`config.mk`:
```
export PLATFORM = sky130hd
export DESIGN_NAME = leaf_out_arbiter_flat
export DESIGN_NICKNAME = d
export VERILOG_FILES = /design/src/rtl/leaf_out_arbiter_if.sv /design/src/rtl/leaf_out_arbiter.sv /design/src/flat_wrapper.sv
export SDC_FILE = /design/constraint.sdc
export NUM_CORES = 1
export LEC_CHECK = 0
export ABC_AREA = 1
export CORE_MARGIN = 2
export CORE_UTILIZATION = 50
export CTS_CLUSTER_DIAMETER = 200
export DETAILED_ROUTE_END_ITERATION = 16
export PLACE_DENSITY = 0.82
export SLEW_MARGIN = 10
export SYNTH_ARGS = -nofsm -noshare
export SYNTH_HDL_FRONTEND = slang
export SYNTH_SLANG_ARGS = --single-unit
export TNS_END_PERCENT = 10
```
`constraint.sdc`:
```
create_clock -name clk -period 3.2 [get_ports clk]
set_input_delay 0.48 -clock clk [delete_from_list [all_inputs] [get_ports clk]]
set_output_delay 0.48 -clock clk [all_outputs]
set_load 0.02 [all_outputs]
```
`src/rtl/leaf_out_arbiter_if.sv`:
```
// Bundle between the user kernel outputs, the routing/credit controller,
// the leaf packet-egress logic and the output arbiter.
interface leaf_out_arbiter_if #(
   parameter int NUM_OUT_PORTS = 2,
   parameter int PAYLOAD_BITS  = 32,
   parameter int PACKET_BITS   = 49,
   parameter int NUM_LEAF_BITS = 3,
   parameter int NUM_PORT_BITS = 4,
   parameter int CREDIT_BITS   = 8
);
   logic [NUM_OUT_PORTS*PAYLOAD_BITS-1:0] din_user;
   logic [NUM_OUT_PORTS-1:0]              vld_user;
   logic [NUM_OUT_PORTS-1:0]              ack_user;
   logic                                  cfg_we;
   logic [2:0]                            cfg_port;
   logic                                  cfg_en;
   logic [NUM_LEAF_BITS-1:0]              cfg_dest_leaf;
   logic [NUM_PORT_BITS-1:0]              cfg_dest_port;
   logic                                  credit_vld;
   logic [2:0]                            credit_port;
   logic [CREDIT_BITS-1:0]                credit_amt;
   logic [PACKET_BITS-1:0]                pkt_out;
   logic                                  pkt_vld;
   logic                                  pkt_ready;
   logic [NUM_OUT_PORTS-1:0]              credit_zero;

   // Environment side: user kernels, controller and downstream egress.
   modport master (
      output din_user, vld_user, cfg_we, cfg_port, cfg_en, cfg_dest_leaf,
             cfg_dest_port, credit_vld, credit_port, credit_amt, pkt_ready,
      input  ack_user, pkt_out, pkt_vld, credit_zero
   );

   // Arbiter side.
   modport slave (
      input  din_user, vld_user, cfg_we, cfg_port, cfg_en, cfg_dest_leaf,
             cfg_dest_port, credit_vld, credit_port, credit_amt, pkt_ready,
      output ack_user, pkt_out, pkt_vld, credit_zero
   );
endinterface

```
`src/rtl/leaf_out_arbiter.sv`:
```
// Round-robin, credit-gated arbiter that shares one leaf egress between
// several ap_vld/ap_ack user output streams and formats each accepted word
// into a routed packet with a per-port sequence number.
module leaf_out_arbiter #(
   parameter int NUM_OUT_PORTS = 2,
   parameter int PAYLOAD_BITS  = 32,
   parameter int PACKET_BITS   = 49,
   parameter int NUM_LEAF_BITS = 3,
   parameter int NUM_PORT_BITS = 4,
   parameter int NUM_SEQ_BITS  = 7,
   parameter int CREDIT_BITS   = 8,
   parameter int INIT_CREDIT   = 64
) (
   input  logic               clk,
   input  logic               reset,
   leaf_out_arbiter_if.slave  bus
);
   localparam int PTR_W    = (NUM_OUT_PORTS > 1) ? $clog2(NUM_OUT_PORTS) : 1;
   localparam int SEQ_LSB  = PACKET_BITS - 1 - NUM_LEAF_BITS - NUM_PORT_BITS - NUM_SEQ_BITS;
   localparam int PORT_LSB = SEQ_LSB + NUM_SEQ_BITS;
   localparam int LEAF_LSB = PORT_LSB + NUM_PORT_BITS;
   localparam logic [CREDIT_BITS-1:0] CREDIT_MAX  = '1;
   localparam logic [CREDIT_BITS-1:0] CREDIT_INIT = CREDIT_BITS'(INIT_CREDIT);
   localparam logic [PTR_W-1:0]       PTR_INIT    = PTR_W'(NUM_OUT_PORTS - 1);

   logic [NUM_OUT_PORTS-1:0] route_en;
   logic [NUM_LEAF_BITS-1:0] route_leaf [NUM_OUT_PORTS];
   logic [NUM_PORT_BITS-1:0] route_port [NUM_OUT_PORTS];
   logic [NUM_SEQ_BITS-1:0]  seq        [NUM_OUT_PORTS];
   logic [CREDIT_BITS-1:0]   credit     [NUM_OUT_PORTS];
   logic [CREDIT_BITS-1:0]   credit_next[NUM_OUT_PORTS];
   logic [PTR_W-1:0]         ptr;
   logic [PACKET_BITS-1:0]   pkt_q;
   logic                     pkt_vld_q;
   logic [NUM_OUT_PORTS-1:0] credit_zero_q;

   logic                     slot_free;
   logic [NUM_OUT_PORTS-1:0] eligible;
   logic                     gnt_vld;
   logic [PTR_W-1:0]         gnt_idx;
   logic [NUM_OUT_PORTS-1:0] ack;
   logic [PAYLOAD_BITS-1:0]  gnt_word;
   logic [PACKET_BITS-1:0]   pkt_next;

   assign slot_free = !pkt_vld_q || bus.pkt_ready;

   // A port can be served only if it has data, is routed and holds credit.
   always_comb begin
      eligible = '0;
      for (int i = 0; i < NUM_OUT_PORTS; i++) begin
         eligible[i] = bus.vld_user[i] && route_en[i] && (credit[i] != '0);
      end
   end

   // Round-robin search starting just after the last granted port.
   always_comb begin
      gnt_vld = 1'b0;
      gnt_idx = '0;
      for (int k = 1; k <= NUM_OUT_PORTS; k++) begin
         if (!gnt_vld && slot_free && eligible[(int'(ptr) + k) % NUM_OUT_PORTS]) begin
            gnt_vld = 1'b1;
            gnt_idx = PTR_W'((int'(ptr) + k) % NUM_OUT_PORTS);
         end
      end
   end

   // One-hot accept toward the granted user stream.
   always_comb begin
      ack = '0;
      if (gnt_vld) ack[gnt_idx] = 1'b1;
   end

   assign gnt_word = bus.din_user[int'(gnt_idx)*PAYLOAD_BITS +: PAYLOAD_BITS];

   // Packet image built from the routing entry as it stands before this edge.
   always_comb begin
      pkt_next = '0;
      pkt_next[PACKET_BITS-1]              = 1'b1;
      pkt_next[LEAF_LSB +: NUM_LEAF_BITS]  = route_leaf[gnt_idx];
      pkt_next[PORT_LSB +: NUM_PORT_BITS]  = route_port[gnt_idx];
      pkt_next[SEQ_LSB +: NUM_SEQ_BITS]    = seq[gnt_idx];
      pkt_next[PAYLOAD_BITS-1:0]           = gnt_word;
   end

   // Net credit per port: return minus grant, saturated after the sum.
   always_comb begin
      logic [CREDIT_BITS:0] sum;
      for (int i = 0; i < NUM_OUT_PORTS; i++) begin
         sum = {1'b0, credit[i]};
         if (bus.credit_vld && bus.credit_port == 3'(i)) sum = sum + {1'b0, bus.credit_amt};
         if (gnt_vld && gnt_idx == PTR_W'(i)) sum = sum - (CREDIT_BITS+1)'(1);
         credit_next[i] = sum[CREDIT_BITS] ? CREDIT_MAX : sum[CREDIT_BITS-1:0];
      end
   end

   // Output slot, sequence numbers and round-robin pointer.
   always_ff @(posedge clk) begin
      if (reset) begin
         pkt_q     <= '0;
         pkt_vld_q <= 1'b0;
         ptr       <= PTR_INIT;
         for (int i = 0; i < NUM_OUT_PORTS; i++) seq[i] <= '0;
      end else if (gnt_vld) begin
         pkt_q        <= pkt_next;
         pkt_vld_q    <= 1'b1;
         ptr          <= gnt_idx;
         seq[gnt_idx] <= seq[gnt_idx] + NUM_SEQ_BITS'(1);
      end else if (slot_free) begin
         pkt_vld_q <= 1'b0;
      end
   end

   // Routing table; out-of-range port indices match no entry.
   always_ff @(posedge clk) begin
      if (reset) begin
         route_en <= '0;
         for (int i = 0; i < NUM_OUT_PORTS; i++) begin
            route_leaf[i] <= '0;
            route_port[i] <= '0;
         end
      end else begin
         for (int i = 0; i < NUM_OUT_PORTS; i++) begin
            if (bus.cfg_we && bus.cfg_port == 3'(i)) begin
               route_en[i]   <= bus.cfg_en;
               route_leaf[i] <= bus.cfg_dest_leaf;
               route_port[i] <= bus.cfg_dest_port;
            end
         end
      end
   end

   // Credit counters and their registered zero flags.
   always_ff @(posedge clk) begin
      if (reset) begin
         credit_zero_q <= '0;
         for (int i = 0; i < NUM_OUT_PORTS; i++) credit[i] <= CREDIT_INIT;
      end else begin
         for (int i = 0; i < NUM_OUT_PORTS; i++) begin
            credit[i]        <= credit_next[i];
            credit_zero_q[i] <= (credit_next[i] == '0);
         end
      end
   end

   assign bus.ack_user    = ack;
   assign bus.pkt_out     = pkt_q;
   assign bus.pkt_vld     = pkt_vld_q;
   assign bus.credit_zero = credit_zero_q;
endmodule
```
`src/flat_wrapper.sv`:
```
// flat-port wrapper written by rule: the top's interface ports become plain ports
module leaf_out_arbiter_flat 
#(
   parameter int NUM_OUT_PORTS = 2,
   parameter int PAYLOAD_BITS  = 32,
   parameter int PACKET_BITS   = 49,
   parameter int NUM_LEAF_BITS = 3,
   parameter int NUM_PORT_BITS = 4,
   parameter int NUM_SEQ_BITS  = 7,
   parameter int CREDIT_BITS   = 8,
   parameter int INIT_CREDIT   = 64
)
  (clk, reset, bus_din_user, bus_vld_user, bus_cfg_we, bus_cfg_port, bus_cfg_en, bus_cfg_dest_leaf, bus_cfg_dest_port, bus_credit_vld, bus_credit_port, bus_credit_amt, bus_pkt_ready, bus_ack_user, bus_pkt_out, bus_pkt_vld, bus_credit_zero);
  leaf_out_arbiter_if #(.NUM_OUT_PORTS(NUM_OUT_PORTS), .PAYLOAD_BITS(PAYLOAD_BITS), .PACKET_BITS(PACKET_BITS), .NUM_LEAF_BITS(NUM_LEAF_BITS), .NUM_PORT_BITS(NUM_PORT_BITS), .CREDIT_BITS(CREDIT_BITS)) bus_i ();
  input  logic clk;
  input  logic reset;
  input wire logic [$bits(bus_i.din_user)-1:0] bus_din_user;
  input wire logic [$bits(bus_i.vld_user)-1:0] bus_vld_user;
  input wire logic [$bits(bus_i.cfg_we)-1:0] bus_cfg_we;
  input wire logic [$bits(bus_i.cfg_port)-1:0] bus_cfg_port;
  input wire logic [$bits(bus_i.cfg_en)-1:0] bus_cfg_en;
  input wire logic [$bits(bus_i.cfg_dest_leaf)-1:0] bus_cfg_dest_leaf;
  input wire logic [$bits(bus_i.cfg_dest_port)-1:0] bus_cfg_dest_port;
  input wire logic [$bits(bus_i.credit_vld)-1:0] bus_credit_vld;
  input wire logic [$bits(bus_i.credit_port)-1:0] bus_credit_port;
  input wire logic [$bits(bus_i.credit_amt)-1:0] bus_credit_amt;
  input wire logic [$bits(bus_i.pkt_ready)-1:0] bus_pkt_ready;
  output wire logic [$bits(bus_i.ack_user)-1:0] bus_ack_user;
  output wire logic [$bits(bus_i.pkt_out)-1:0] bus_pkt_out;
  output wire logic [$bits(bus_i.pkt_vld)-1:0] bus_pkt_vld;
  output wire logic [$bits(bus_i.credit_zero)-1:0] bus_credit_zero;
  assign bus_i.din_user = bus_din_user;
  assign bus_i.vld_user = bus_vld_user;
  assign bus_i.cfg_we = bus_cfg_we;
  assign bus_i.cfg_port = bus_cfg_port;
  assign bus_i.cfg_en = bus_cfg_en;
  assign bus_i.cfg_dest_leaf = bus_cfg_dest_leaf;
  assign bus_i.cfg_dest_port = bus_cfg_dest_port;
  assign bus_i.credit_vld = bus_credit_vld;
  assign bus_i.credit_port = bus_credit_port;
  assign bus_i.credit_amt = bus_credit_amt;
  assign bus_i.pkt_ready = bus_pkt_ready;
  assign bus_ack_user = bus_i.ack_user;
  assign bus_pkt_out = bus_i.pkt_out;
  assign bus_pkt_vld = bus_i.pkt_vld;
  assign bus_credit_zero = bus_i.credit_zero;
  leaf_out_arbiter #(.NUM_OUT_PORTS(NUM_OUT_PORTS), .PAYLOAD_BITS(PAYLOAD_BITS), .PACKET_BITS(PACKET_BITS), .NUM_LEAF_BITS(NUM_LEAF_BITS), .NUM_PORT_BITS(NUM_PORT_BITS), .NUM_SEQ_BITS(NUM_SEQ_BITS), .CREDIT_BITS(CREDIT_BITS), .INIT_CREDIT(INIT_CREDIT)) u_core (.clk(clk), .reset(reset), .bus(bus_i));
endmodule
```
# Yosys cells after proc, flatten, opt, wreduce, memory -nomap -nowiden
# Memory sizes are Yosys's and may differ from the RTL's. A register that Yosys moved wholly into a read port is not among the register bits.
# Cells that the tools add are included.
[op_classes]
add_sub_neg = 7
order_cmp = 4
eq_ne = 2
shift = 1
n_mux = 42
n_bitwise = 9
n_reduce_logical = 25
[op_table]
columns = ["op", "count"]
rows = [
  ["$shiftx 64x7->32", 1],
  ["$mux 9", 4],
  ["$mux 8", 4],
  ["$mux 1", 27],
  ["$add 8x8->9", 2],
  ["$sub 9x1->9 const B", 2],
  ["$logic_not 8->1", 2],
  ["$reduce_bool 8->1", 2],
  ["$logic_and 1x1->1", 14],
  ["$mux 4", 2],
  ["$add 7x1->7 const B", 1],
  ["$mux 7", 1],
  ["$reduce_or 7->1", 1],
  ["$eq 3x1->1 const B", 2],
  ["$logic_not 3->1", 2],
  ["$lt 2x3->1 const B", 2],
  ["$mux 3", 2],
  ["$or 1x1->1", 6],
  ["$add 1x1->1 const B", 2],
  ["$and 1x1->1 const A", 2],
  ["$logic_not 1->1", 2],
  ["$lt 1x2->1 const B", 1],
  ["$mux 2", 1],
  ["$reduce_bool 2->1", 1],
  ["other kinds (4)", 4],
]
[totals]
regBits = 53
ram_bits = 44
memories = 4
[memory_table]
columns = ["memory", "depth", "width", "read_ports", "rd_ports_with_merged_regs", "wr", "line_no", "source"]
rows = [
  ["u_core.credit", 2, 8, 2, 0, 2, "leaf_out_arbiter.sv:30", "logic [CREDIT_BITS-1:0] credit [NUM_OUT_PORTS];"],
  ["u_core.seq", 2, 7, 1, 0, 2, "leaf_out_arbiter.sv:29", "logic [NUM_SEQ_BITS-1:0] seq [NUM_OUT_PORTS];"],
  ["u_core.route_port", 2, 4, 1, 1, 2, "leaf_out_arbiter.sv:28", "logic [NUM_PORT_BITS-1:0] route_port [NUM_OUT_PORTS];"],
  ["u_core.route_leaf", 2, 3, 1, 1, 2, "leaf_out_arbiter.sv:27", "logic [NUM_LEAF_BITS-1:0] route_leaf [NUM_OUT_PORTS];"],
]

# Longest topological paths before layout
# Gate-level depths: netlist (run 1).
# An unclocked memory read counts as a cell.
[logic_depth]
depth_word = 17
mapped_depth = 19

# Worst setup path after synthesis (run 1)
# No wires, ideal clock.
[synth_timing]
kind = "input -> register"
start = "in bus_credit_amt[0]"
end = "reg u_core.credit_zero_q[0] (netlist: u_core.bus.credit_zero[0])"
setup_ns = 0.110
arrival_time_ns = 2.288
required_time_ns = 3.090
slack_ns = 0.801
path_stages = 17
n_path_buf = 0
cell_sequence = "ha_1 -> inv_1 -> fa_1 -> o21ai_1 -> inv_1 -> ha_1 -> inv_1 -> nor2_2 -> nand2_2 -> nor2_4 -> nand3_1 -> nand2_1 -> nand2_4 -> nand2_1 -> inv_2 -> nand2_1 -> nor2_2"
[synth_via]
elab_chain_len = 6
[synth_lines]
columns = ["element", "line_no", "source"]
rows = [
  ["start, declared", "flat_wrapper.sv:26", "input wire logic [$bits(bus_i.credit_amt)-1:0] bus_credit_amt;"],
  ["$add 8x8->9 *", "leaf_out_arbiter.sv:90", "if (bus.credit_vld && bus.credit_port == 3'(i)) sum = sum + {1'b0, bus.credit_amt};"],
  ["$mux 9 *", "leaf_out_arbiter.sv:90", ""],
  ["$sub 9x1->9", "leaf_out_arbiter.sv:91", "if (gnt_vld && gnt_idx == PTR_W'(i)) sum = sum - (CREDIT_BITS+1)'(1);"],
  ["$mux 9 *", "leaf_out_arbiter.sv:91", ""],
  ["$mux 8 *", "leaf_out_arbiter.sv:92", "credit_next[i] = sum[CREDIT_BITS] ? CREDIT_MAX : sum[CREDIT_BITS-1:0];"],
  ["$logic_not 8->1 *", "leaf_out_arbiter.sv:140", "credit_zero_q[i] <= (credit_next[i] == '0);"],
  ["end signal, assigned by index", "leaf_out_arbiter.sv:140", ""],
  ["end, declared", "leaf_out_arbiter.sv:35", "logic [NUM_OUT_PORTS-1:0] credit_zero_q;"],
]
# Every way passes the cells marked *; elsewhere a longest branch is shown, timed or not.
# A chain may end at the register's enable or synchronous reset.

# Worst setup path in the final report (run 1)
[layout_timing]
start = "in bus_vld_user[1]"
end = "out bus_ack_user[0]"
[layout_via]
elab_chain_len = 16
elab_cells_between_ends = 22
[layout_lines]
columns = ["element", "line_no", "source"]
rows = [
  ["start, declared", "flat_wrapper.sv:18", "input wire logic [$bits(bus_i.vld_user)-1:0] bus_vld_user;"],
  ["$logic_and 1x1->1 * (2 in series)", "leaf_out_arbiter.sv:51", "eligible[i] = bus.vld_user[i] && route_en[i] && (credit[i] != '0);"],
  ["$mux 1 (implied by the code) (3 in series)", "leaf_out_arbiter.sv:60", "if (!gnt_vld && slot_free && eligible[(int'(ptr) + k) % NUM_OUT_PORTS]) begin"],
  ["$logic_and 1x1->1", "leaf_out_arbiter.sv:60", ""],
  ["$mux 1", "leaf_out_arbiter.sv:60", ""],
  ["$logic_not 1->1", "leaf_out_arbiter.sv:60", ""],
  ["$logic_and 1x1->1 (2 in series)", "leaf_out_arbiter.sv:60", ""],
  ["$mux 1", "leaf_out_arbiter.sv:60", ""],
  ["$lt 1x2->1 (implied by the code) or $ge 1x1->1 (tied branches)", "leaf_out_arbiter.sv:70", "if (gnt_vld) ack[gnt_idx] = 1'b1;"],
  ["$logic_and 1x1->1 (implied by the code)", "leaf_out_arbiter.sv:70", ""],
  ["$mux 1 (implied by the code)", "leaf_out_arbiter.sv:70", ""],
  ["$demux 1 s1", "--", ""],
  ["$mux 2 *", "leaf_out_arbiter.sv:70", ""],
  ["end, declared", "flat_wrapper.sv:28", "output wire logic [$bits(bus_i.ack_user)-1:0] bus_ack_user;"],
]
# Every way passes the cells marked *; elsewhere a longest branch is shown, timed or not. The select of a mux whose other input is x is not followed.

==> results.py, run 1 <==
metrics = {
    "placed_design": {
        "place.gp.congestion": 0.863,
        "hpwl_um": 10600,
        "placed_area_sq_um": 7190,
        "dp_cells": 1048,
        "dpl_worst_slack_ps": 112,
        "port_buffers": 144,
    },
    "sta": {
        "hold_viol": 0,
        "max_slew_margin_pct": 56.6,
        "worst_pin_slew_ps": 652,
        "grt_setup_unrepaired": "false",
        "tns_ps": 0,
        "fin_crit_ps": 2820,
        "drv_slew": 0,
        "worst_slack_ps": 380,
        "period_share_pct": 88.1,
        "fmax_mhz": 355,
        "finClkSkew_ps": 13.4,
        "hold_ws_ps": 463,
        "setup_viol": 0,
    },
    "synthesis": {
        "ys_warn_count": 0,
        "ys_types": 41,
        "synth_top_area_cell": "dfxtp_1",
        "ys_seq_elements": 97,
        "yosysSeqAreaShare_pct": 39.2,
        "synthFlopType": "dfxtp_1",
        "synth_top_area_share_pct": 24.4,
        "netlist_area_sq_um": 5660,
        "synth_area_leaders": "dfxtp_1 24%, nand2_1 17%, edfxtp_1 15%",
        "async_reset_ff_share_pct": 0,
        "synth.avg_cell_area_sq_um": 7.21,
        "synthesis.instances": 785,
        "synth_edf_count": 28,
    },
    "cts": {
        "insertion_delay_ps": 340,
        "cts_hold_buf": 0,
        "clk_path_buf_depth": 2,
        "cts.reportedPaths.clkPinSlew_ps": 70,
        "cts_buffers": 9,
        "ctsResizeCount": 0,
        "postCtsSetupRepairBufs": 0,
        "cts-root-buf": "clkbuf_16",
        "cts.htree.levels": 3,
        "clkSinkCount": 97,
        "cts_tree": "built",
    },
    "setup_path": {
        "r2r_end": "u_core.bus.credit_zero[0]",
        "critPathBufInv": 2,
        "rrSetupSlack_ps": 740,
        "cp_slowest_stage_delay_ps": 640,
        "cp-start-kind": "input port",
        "crit_arrival_ps": 2340,
        "path_cells": "clkdlybuf4s50_1, nand2_1, o21bai_1, nand2_2, nand2_1, nor2_4, clkdlybuf4s50_1",
        "crit_family": "buffers and inverters",
        "rr_worst_depth": 17,
        "crit_path_end_kind": "output port",
        "crit_type": "input port to output port",
        "worstPathRequired_ps": 2720,
        "endpoint": "bus_ack_user[0]",
        "worst-path-stages": 7,
        "r2r-start": "u_core.credit[0][0]",
        "cp_slowest_cell": "clkdlybuf4s50_1",
        "cp_max_fo": 8,
        "startpoint": "bus_vld_user[1]",
    },
    "cells_and_area": {
        "syn2layout_area_growth_pct": 32.0,
        "nets": 1033,
        "layout_commonest_cell": "nand2_1",
        "stdcell_area_sq_um": 7480,
        "layout_common_cells": "255 x nand2_1, 143 x clkdlybuf4s50_1, 74 x inv_1",
        "fin_cells": 1064,
        "antenna_cells": 0,
        "drive_gt1_share_pct": 9.85,
    },
    "hold_path": {
        "holdCritPathClass": "flip-flop to flip-flop",
        "min_from": "u_core.bus.pkt_out[22]",
    },
    "global_route": {
        "grt_util_all_layers_pct": 23.3,
        "overflow": 0,
        "antenna_found_initial": 0,
        "grt_pass1_vias": 4945,
        "grt_max_degree": 61,
        "grt_pass1_wl_um": 23400,
    },
    "floorplanning": {
        "io_pins": 147,
        "dieHeight_um": 110,
        "rows": 38,
        "core_area_sq_um": 10900,
        "floorplan.initialDensity_pct": 51.8,
        "dieArea_sq_um": 12200,
        "die_w_um": 110,
    },
    "power_and_ir_drop": {
        "p_comb_share_pct": 18.6,
        "power.share.switching_pct": 25.7,
        "switchingPower_uw": 749,
        "pwr-share-clk_pct": 35.6,
        "pwr-share-seq_pct": 45.8,
        "irDropWorstVdd_mv": 0.265,
        "power_leakage_uw": 0.00338,
        "power.internal_uw": 2160,
        "p_per_area_nw_per_um2": 390,
    },
    "route": {
        "via_per_inst": 4.95,
        "wl_um": 14200,
        "via_count": 5269,
        "post_drt_wl_per_cell_um": 13.3,
        "firstDrtPassIters": 4,
        "drtIter0Drc": 312,
        "ant_nets": 0,
        "drc": 0,
    },
    "run": {
        "max_cap_viol_count": 0,
    },
    "run_status": {
        "status": "finished, final reports clean",
    },
}
[registers in the layout, indices dropped and copies added (netlist names)]
signal and cells:
u_core.bus.credit_zero 2, u_core.bus.pkt_vld 1, u_core.route_port 8, u_core.seq 14, u_core.ptr 1, u_core.credit 16, u_core.route_en 2, u_core.bus.pkt_out 47
u_core.route_leaf 6
[worst min-delay path by stage]
stage | end | slack, ps | depth (start not counted)
2_1_floorplan | u_core.route_en[0] | 450 | 2
3_3_place_gp | u_core.bus.pkt_out[5] | 450 | 2
3_5_place_dp | u_core.bus.pkt_out[21] | 460 | 2
4_1_cts | u_core.bus.pkt_out[31] | 460 | 2
5_1_grt | u_core.bus.pkt_out[1] | 480 | 2
6_report | u_core.bus.pkt_out[22] | 460 | 2
[per-stage QoR]
stage | util [%] | total power, uW
after floorplan | - | 1690
after global placement | 65.8 | 1890
after detailed placement | 65.8 | 1900
after CTS | 68.4 | 2930
after global routing | 68.4 | 3050
final | 68.4 | 2910
[synth_stat cells, drive strengths merged (2+ instances only)]
master and n:
edfxtp 28, or2 4, o21a 2, a21oi 67
dfxtp 69, nand2 277, clkbuf 13, ha 19
xor2 6, inv 84, nand4 8, xnor2 3
buf 19, nor2 77, nand3 42, nand3b 4
o211ai 2, o21ai 55, fa 2
[metal layers]
layer  global-route usage, %  vias to the layer above  wire length [um]
met5                       0                        -                 0
met4                    9.25                        0               425
met3                    4.28                       32               725
met2                    38.2                      133              6560
met1                    30.3                     2332              6460
li1                        -                     2772                 -
[cell families (layout without fill, tap and decap cells)]
family                     Yosys count  in the layout  synth area share (%)
AOI/OAI and AO/OA                  129            129                  12.2
xor gates and xnor gates             9              9                  1.39
and+or+nand+nor                    412            412                  33.5
buffers and inverters              116            254                  8.62
other                                1              2                0.0662
adders and majority gates           21             21                  4.91
DFF                                 97             97                  39.2
[power groups by stage]
stage                     logic [uW]  registers, uW  clock network (uW)
after floorplan                  312           1380                   0
after global placement           533           1360                   0
after detailed placement         538           1360                   0
after CTS                        542           1330                1050
after global routing             604           1340                1110
final                            542           1340                1040
[worst reg2reg max path: stages, from the launching register on]
cell and delay (ps):
dfxtp_1 340, ha_1 190, inv_1 60, fa_1 480
o21ai_1 100, inv_1 90, ha_1 210, inv_1 80
nor2_2 120, nand2_2 70, nor2_4 110, nand3_1 80
nand2_1 100, nand2_4 90, nand2_1 80, inv_2 40
nand2_1 80, nor2_2 30
[area by class of cell]
cell class              instances  area (sq um)
fillers                       946          3460
well taps                     140           175
clock buffers                  12           236
multi-input cells             573          2960
flip-flops and latches         97          2220
clock inverters                 4          45.0
inverters                      84           318
repair buffers                154          1520
(Power assumes the default switching activity.)
==> run 2: changes to the inputs <==
--- a/config.mk
+++ b/config.mk
@@ -6,7 +6,7 @@
 export NUM_CORES = 1
 export LEC_CHECK = 0
 export ABC_AREA = 1
-export CORE_MARGIN = 2
+export CORE_MARGIN = 1.5
 export CORE_UTILIZATION = 50
 export CTS_CLUSTER_DIAMETER = 200
 export DETAILED_ROUTE_END_ITERATION = 16
==> run 2 against run 1 <==
Compared with the run above: clock skew down 2.4 ps; clock-buffer cell count stayed put; global-route usage grew 1.2 points; first-iteration DRC count grew 7.7%; clock power is 5% higher; combinational power increased by 0.7%; utilization grew 0.22 points; critical path type unchanged; highest routed layer unchanged.
==> results.py, run 2 (synthesized netlist as in run 1, its figures left out) <==
metrics = {
    "floorplanning": {
        "dieArea_sq_um": 12000,
        "rows": 38,
        "floorplan.initialDensity_pct": 51.8,
        "core_area_sq_um": 10900,
        "io_pins": 147,
        "die_w_um": 109,
        "dieHeight_um": 109,
    },
    "sta": {
        "finClkSkew_ps": 11.0,
        "worst_pin_slew_ps": 549,
        "tns_ps": 0,
        "fin_crit_ps": 2870,
        "hold_ws_ps": 463,
        "period_share_pct": 89.5,
        "grt_setup_unrepaired": "false",
        "max_slew_margin_pct": 63.4,
        "hold_viol": 0,
        "fmax_mhz": 349,
        "setup_viol": 0,
        "drv_slew": 0,
    },
    "route": {
        "firstDrtPassIters": 6,
        "ant_nets": 0,
        "via_per_inst": 4.95,
        "post_drt_wl_per_cell_um": 13.6,
        "wl_um": 14500,
        "via_count": 5252,
        "drtIter0Drc": 336,
        "drc": 0,
    },
    "global_route": {
        "grt_pass1_wl_um": 22800,
        "antenna_found_initial": 0,
        "overflow": 0,
        "grt_pass1_vias": 4780,
        "met3_usage_pct": 4.62,
        "use_met2_pct": 39.7,
        "top_usage_layer": "met2",
        "grt_util_all_layers_pct": 24.4,
        "grt_max_degree": 47,
        "met1_usage_pct": 32.0,
    },
    "setup_path": {
        "rr_worst_depth": 17,
        "crit_path_end_kind": "output port",
        "cp_slowest_cell": "clkdlybuf4s50_1",
        "crit_arrival_ps": 2390,
        "r2r_end": "u_core.bus.credit_zero[0]",
        "cp-start-kind": "input port",
        "crit_type": "input port to output port",
        "critPathBufInv": 2,
        "cp_max_fo": 8,
        "path_cells": "clkdlybuf4s50_1, nand2_1, o21bai_1, nand2_2, nand2_1, nor2_4, clkdlybuf4s50_1",
        "worstPathRequired_ps": 2720,
        "crit_family": "buffers and inverters",
        "cp_slowest_stage_delay_ps": 640,
        "r2r-start": "u_core.credit[0][0]",
        "rrSetupSlack_ps": 700,
    },
    "cells_and_area": {
        "syn2layout_area_growth_pct": 32.5,
        "fin_cells": 1062,
        "layout_commonest_cell": "nand2_1",
        "drive_gt1_share_pct": 10.1,
        "layout_common_cells": "255 x nand2_1, 143 x clkdlybuf4s50_1, 74 x inv_1",
        "nets": 1031,
        "antenna_cells": 0,
        "largest_reg_flops": 47,
    },
    "cts": {
        "cts_tree": "built",
        "cts.reportedPaths.clkPinSlew_ps": 60,
        "cts_hold_buf": 0,
        "cts.htree.levels": 3,
        "clk_path_buf_depth": 2,
        "cts_buffers": 9,
        "clkSinkCount": 97,
        "cts-root-buf": "clkbuf_16",
        "postCtsSetupRepairBufs": 0,
        "insertion_delay_ps": 340,
        "ctsResizeCount": 0,
    },
    "hold_path": {
        "hold_end": "u_core.bus.pkt_out[18]",
        "min_from": "u_core.bus.pkt_out[18]",
        "holdCritPathClass": "flip-flop to flip-flop",
        "min_path_cells": 2,
    },
    "power_and_ir_drop": {
        "power_leakage_uw": 0.00340,
        "irDropWorstVdd_mv": 0.245,
        "power.share.switching_pct": 26.3,
        "pwr-share-clk_pct": 36.6,
        "p_per_area_nw_per_um2": 396,
        "power.internal_uw": 2190,
        "switchingPower_uw": 779,
        "pwr-share-seq_pct": 45.0,
        "p_comb_share_pct": 18.4,
    },
    "placed_design": {
        "hpwl_um": 10700,
        "dp_cells": 1046,
        "place.gp.congestion": 0.832,
        "port_buffers": 144,
    },
    "run": {
        "max_cap_viol_count": 0,
    },
    "run_status": {
        "status": "finished, final reports clean",
    },
}
-- run 2: changes by cell type in the layout (fill, tap and decap cells not counted), sizes merged --
cell,previous run,this run
buf,11,9
clkinvlp,1,0
bufinv,1,0
inv,84,86
-- run 2: metal layers --
layer  wire [um]  part of all wire [%]
met2        7070                    49
met3         768                   5.3
met1        6300                    44
met4         317                   2.2
met5           0                     0
-- run 2: worst max path at each step --
| stage | slack [ps] | endpoint | depth (start not counted) | start |
|---|---|---|---|---|
| detailed placement | 50 | u_core.bus.credit_zero[0] | 18 | bus_credit_amt[0] |
| global placement | 160 | u_core.bus.credit_zero[0] | 18 | bus_credit_amt[0] |
| finish | 330 | bus_ack_user[0] | 7 | bus_vld_user[1] |
| global route | 130 | u_core.bus.credit_zero[0] | 20 | bus_credit_amt[0] |
| CTS | 330 | bus_ack_user[0] | 7 | bus_vld_user[1] |
| floorplan | 800 | u_core.bus.credit_zero[0] | 17 | bus_credit_amt[0] |
-- run 2: through the flow --
| step | utilization [%] | power, uW | setup WS (ps) | cell area, sq um |
|---|---|---|---|---|
| after floorplan | - | 1690 | 801 | 5670 |
| after global placement | 65.8 | 1890 | 162 | 7190 |
| after detailed placement | 65.8 | 1900 | 47.2 | 7190 |
| after CTS | 68.6 | 2980 | 331 | 7500 |
| after global routing | 68.6 | 3100 | 126 | 7500 |
| final | 68.6 | 2970 | 335 | 7500 |
-- run 2: area by class of cell --
type	count	area (sq um)
Clock buffer	12	279
Clock inverter	4	28.8
Fill cell	924	3440
Inverter	84	318
Multi-Input combinational cell	573	2960
Sequential cell	97	2220
Tap cell	140	175
Timing Repair Buffer	152	1520
-- run 2: power groups by stage --
stage | clock [uW] | sequential (uW) | combinational (uW)
after floorplan | 0 | 1380 | 312
after global placement | 0 | 1360 | 533
after detailed placement | 0 | 1360 | 541
after CTS | 1100 | 1330 | 547
after global routing | 1150 | 1340 | 609
final | 1090 | 1330 | 546
-- run 2: tightest hold or removal path: stages, from the launching register on --
cell and delay, ps:
dfxtp_1 310, nand2_1 60, a21oi_1 50
